$ cat src/rtl/flit_channel_arbiter.sv
// flit_channel_arbiter: round-robin N:1 flit arbiter with zero-latency mux and backpressure hold.
// Define FLIT_ARB_PACKET_LOCK_EN to hold the grant from the head flit through the tail flit.
module flit_channel_arbiter #(
  parameter int NUM_REQ    = 4,
  parameter int FLIT_WIDTH = 72
) (
  input  logic                          CLK,
  input  logic                          RST_N,
  input  logic [NUM_REQ*FLIT_WIDTH-1:0] in_flit,
  input  logic [NUM_REQ-1:0]            in_flit_valid,
  output logic [NUM_REQ-1:0]            in_flit_ready,
  output logic [FLIT_WIDTH-1:0]         out_flit,
  output logic                          out_flit_valid,
  input  logic                          out_flit_ready,
  output logic [$clog2(NUM_REQ)-1:0]    grant_id,
  output logic                          busy
);

  localparam int GW = $clog2(NUM_REQ);
  localparam logic [GW:0] NUM_REQ_W = (GW+1)'(NUM_REQ);
  localparam logic [GW-1:0] LAST_IDX = GW'(NUM_REQ - 1);

  typedef enum logic {IDLE, LOCK} state_t;

  state_t        state;
  state_t        next_state;
  logic [GW-1:0] rr_ptr;
  logic [GW-1:0] grant_reg;
  logic [GW-1:0] sel_idx;
  logic [GW-1:0] rr_next;
  logic [GW:0]   sel_sum;
  logic [NUM_REQ-1:0] valid_rot;
  logic          out_fire;
  logic          fire_tail;
  logic          load_grant;

  assign out_fire = out_flit_valid && out_flit_ready;

`ifdef FLIT_ARB_PACKET_LOCK_EN
  assign fire_tail = out_fire && out_flit[FLIT_WIDTH-2];
`else
  assign fire_tail = out_fire;
`endif

  // Rotate valids so bit 0 is rr_ptr; the lowest set bit (last write wins) is the winner.
  always_comb begin
    valid_rot = NUM_REQ'({in_flit_valid, in_flit_valid} >> rr_ptr);
    sel_idx   = rr_ptr;
    sel_sum   = '0;
    for (int k = NUM_REQ - 1; k >= 0; k--) begin
      if (valid_rot[k]) begin
        sel_sum = {1'b0, rr_ptr} + (GW+1)'(k);
        if (sel_sum >= NUM_REQ_W) begin
          sel_sum = sel_sum - NUM_REQ_W;
        end
        sel_idx = sel_sum[GW-1:0];
      end
    end
    if (!RST_N) begin
      sel_idx = '0;
    end
  end

  always_ff @(posedge CLK or negedge RST_N) begin
    if (!RST_N) begin
      state     <= IDLE;
      rr_ptr    <= '0;
      grant_reg <= '0;
    end else begin
      state <= next_state;
      if (load_grant) begin
        grant_reg <= sel_idx;
      end
      if (fire_tail) begin
        rr_ptr <= rr_next;
      end
    end
  end

  // A presented flit that is not a completed tail pins the grant until it is.
  always_comb begin
    next_state = state;
    load_grant = 1'b0;
    rr_next    = (grant_id == LAST_IDX) ? '0 : grant_id + 1'b1;
    unique case (state)
      IDLE: begin
        if (out_flit_valid && !fire_tail) begin
          next_state = LOCK;
          load_grant = 1'b1;
        end
      end
      LOCK: begin
        if (fire_tail) begin
          next_state = IDLE;
        end
      end
    endcase
  end

  always_comb begin
    busy           = (state == LOCK);
    grant_id       = (state == LOCK) ? grant_reg : sel_idx;
    out_flit       = '0;
    out_flit_valid = 1'b0;
    in_flit_ready  = '0;
    for (int i = 0; i < NUM_REQ; i++) begin
      if (grant_id == GW'(i)) begin
        out_flit         = in_flit[i*FLIT_WIDTH +: FLIT_WIDTH];
        out_flit_valid   = in_flit_valid[i];
        in_flit_ready[i] = out_flit_ready;
      end
    end
  end

endmodule

$ cat config.mk
export PLATFORM = sky130hd
export DESIGN_NAME = flit_channel_arbiter
export DESIGN_NICKNAME = d
export VERILOG_FILES = /design/src/rtl/flit_channel_arbiter.sv
export SDC_FILE = /design/constraint.sdc
export NUM_CORES = 1
export LEC_CHECK = 0
export ABC_CLOCK_PERIOD_IN_PS = 4350
export CAP_MARGIN = 20
export CORE_AREA = 2 2 145 147
export DETAILED_ROUTE_END_ITERATION = 10
export DIE_AREA = 0 0 147 149
export PLACE_DENSITY = 0.59
export SYNTH_ARGS = -nofsm -noshare
export SYNTH_HDL_FRONTEND = slang
export SYNTH_SLANG_ARGS = --single-unit
$ cat constraint.sdc
create_clock -name CLK -period 4.35 [get_ports CLK]
set_input_delay 1.0875 -clock CLK [delete_from_list [all_inputs] [get_ports CLK]]
set_output_delay 1.0875 -clock CLK [all_outputs]
set_load 0.05 [all_outputs]
==> flow_summary.json, run 1 <==
{
  "outcome": "complete, but fails checks",
  "violations": "setup timing",
  "drive_above_1_share_pct": 49.0,
  "wl_per_cell_um": 22.7,
  "path_class": "input port to primary output",
  "design_area_um2": 11900,
  "synth_top_area_share_pct": 23.8,
  "setup_violations": 73,
  "start_kind": "input port",
  "final_common_cell": "clkdlybuf4s50_1",
  "cts_hold_buf": 0,
  "fin_cells": 1165,
  "dr.pass1.iters": 4,
  "ant_nets": 0,
  "ys_seq_elements": 5,
  "grt_pass1_vias": 5530,
  "initial_core_util_pct": 12.7,
  "setup_slack_ns": -0.266,
  "die_h_um": 149,
  "maxCapViolCount": 0,
  "clock_skew_ns": 0.000283,
  "crit_arrival_ns": 3.53,
  "clock_latency_ns": 0.22,
  "grt_first_pass_wirelength_um": 32800,
  "p_total_mw": 13.1,
  "synthesis.instances": 394,
  "crit_required_ns": 3.26,
  "cts_tree": "done",
  "gr-total-overflow": 0,
  "grt.total_usage_pct": 19.3,
  "clock_sinks": 5,
  "final_cell_mix": "290 x clkdlybuf4s50_1, 109 x buf_12, 72 x nand2_1",
  "max_slew_margin_pct": 66.3,
  "clk_path_buf_depth": 2,
  "viasPerCell": 4.70,
  "numCtsBuffers": 3,
  "fin_nets": 1188,
  "multiInputGateArea_um2": 4330,
  "worst_pin_slew_ns": 0.504,
  "grt_util_met2_pct": 35.0,
  "cp_max_fo": 6,
  "synth_top_area_cell": "a221oi_1",
  "synthTopCellsByArea": "a221oi_1 24%, o31ai_1 20%, nor2b_1 18%, nand2_1 11%, dfrtp_1 4.8%",
  "finalCritPeriodShare_pct": 106,
  "place_congestion": 0.786,
  "end_kind": "primary output",
  "grt_max_degree": 72,
  "dp_hpwl_um": 15500,
  "rsz0062_at_grt": "yes",
  "drtIter0Drc": 171,
  "yosys_warnings": 0,
  "die_w_um": 147,
  "top_level_ports": 375,
  "areaGrowthSynthToFinish_pct": 354,
  "p_per_area_nw_per_um2": 1100,
  "rows": 53,
  "port_buffers": 374,
  "fmax_ghz": 0.217,
  "coreArea_um2": 20600,
  "ff_latch_area_um2": 125,
  "seq_area_frac_synth_pct": 4.78,
  "syn_nets": 693,
  "met1_usage_pct": 23.7,
  "grt.busiest_layer": "met2",
  "vias": 5474,
  "grt_use_met3_pct": 3.94,
  "cts_max_level": 1,
  "fin_crit_ns": 4.62,
  "ir_drop_mv": 0.656,
  "min_path_type": "flop to flop",
  "antenna_found_initial": 2,
  "syn_avg_cell_area_um2": 6.64,
  "clockRootBuffer": "clkbuf_16",
  "drc": 0,
  "synth_area_um2": 2620,
  "clkTransAtPathRegs_ns": 0.03,
  "post-place-cells": 1103,
  "power_leakage_nw": 4.35,
  "fillers": 1617,
  "ys_types": 33,
  "die_area_um2": 21900,
  "maxSlewViolCount": 0,
  "hold_violations": 0,
  "placed_area_um2": 9490,
  "routed_wl_um": 26400
}
-- cell families (layout without fill, tap and decap cells) --
group | after synthesis | count (layout) | share of synthesized area, %
and+or+nand+nor | 169 | 169 | 33.5
AOI/OAI and AO/OA | 159 | 159 | 49.6
buffers and inverters | 52 | 546 | 8.13
muxes | 5 | 5 | 2.06
DFF | 5 | 5 | 4.78
adders and majority gates | 4 | 4 | 1.91
other | 0 | 2 | 0
-- worst paths after layout --
check                                         start                        to  slack [ns]  depth (start not counted)
max reg2reg                   rr_ptr[0]$_DFFE_PN0P_     rr_ptr[1]$_DFFE_PN0P_        1.02                         14
min in group asynchronous                     RST_N  grant_reg[0]$_DFFE_PN0P_        0.96                          2
min                        grant_reg[1]$_DFFE_PN0P_  grant_reg[1]$_DFFE_PN0P_        0.54                          1
min reg2reg                grant_reg[1]$_DFFE_PN0P_  grant_reg[1]$_DFFE_PN0P_        0.54                          1
max in group asynchronous                     RST_N     rr_ptr[0]$_DFFE_PN0P_        3.28                          2
max                                in_flit_valid[0]              out_flit[12]       -0.27                         14
-- layer usage --
layer / wire [µm] / share of wire [%] / up-vias
met3: 1670 / 6.3 / 41
met2: 13600 / 51 / 266
met5: 0 / 0 / -
li1: - / - / 2556
met4: 541 / 2.0 / 0
met1: 10600 / 40 / 2611
-- synthesized netlist by cell type --
master and n:
nor2_1 3, a221oi_1 71, or2b_1 1, a31o_1 1, nor3b_1 1, nor2b_1 76
inv_1 4, and3b_1 1, o21a_1 1, mux2i_1 2, nand2b_1 2, nor3b_2 1
mux2_1 3, dfrtp_1 5, a32o_1 1, nor4_1 1, buf_2 14, a22oi_2 1
o31ai_1 71, and2_1 5, a211oi_1 1, a2111oi_0 2, nand2_1 75, a211oi_2 1
ha_1 4, buf_1 1, a21oi_1 5, or2_1 1, a2111oi_4 1, clkbuf_1 33
o21ai_0 1, nand3b_1 2, o21ai_1 2
-- repair_timing --
item	4_1_cts	5_1_grt
gates cloned	12	25
pin swaps	29	44
endpoints found under the hold margin	0	0
setup endpoints to repair	76	75
gates resized for setup	122	124
buffers inserted	32	27
-- critical path: stages --
cell,delay (ns)
buf_8,0.10
buf_4,0.14
a2111oi_4,0.35
nor4_4,0.07
buf_4,0.14
buf_6,0.10
mux2_4,0.29
ha_4,0.23
buf_12,0.14
buf_12,0.14
buf_16,0.13
nor2b_1,0.15
o31ai_4,0.28
buf_12,0.17
-- power by group --
group	internal (mW)	total (mW)	switching [mW]
combinational	6.71	12.8	6.10
sequential	0.0676	0.120	0.0520
clock	0.121	0.147	0.0257
total	6.90	13.1	6.18
-- layout make-up --
cell class	instances	share of cell area, %
Multi-Input combinational cell	337	36.5
Timing Repair Buffer	538	58.7
Sequential cell	5	1.05
Clock buffer	4	0.664
Tap cell	275	2.90
Antenna cell	2	0.0422
Inverter	4	0.158
-- stage by stage --
step	setup TNS, ns	hold WS (ns)	setup WS (ns)	utilization [%]
6_report	-13.71	0.539	-0.266	57.7
2_1_floorplan	-2.78	0.487	-0.0490	-
3_5_place_dp	-43.43	0.530	-0.640	46.2
4_1_cts	-13.42	0.537	-0.227	51.6
5_1_grt	-21.88	0.547	-0.370	57.7
3_3_place_gp	-38.40	0.511	-0.573	46.2
Power figures use the tool's default switching activity.
==> inputs of run 2 (changes only) <==
ABC_CLOCK_PERIOD_IN_PS = default   (was 4350)
==> results of run 2 <==
Final layout, timing and power as in run 1 (identical DEF).
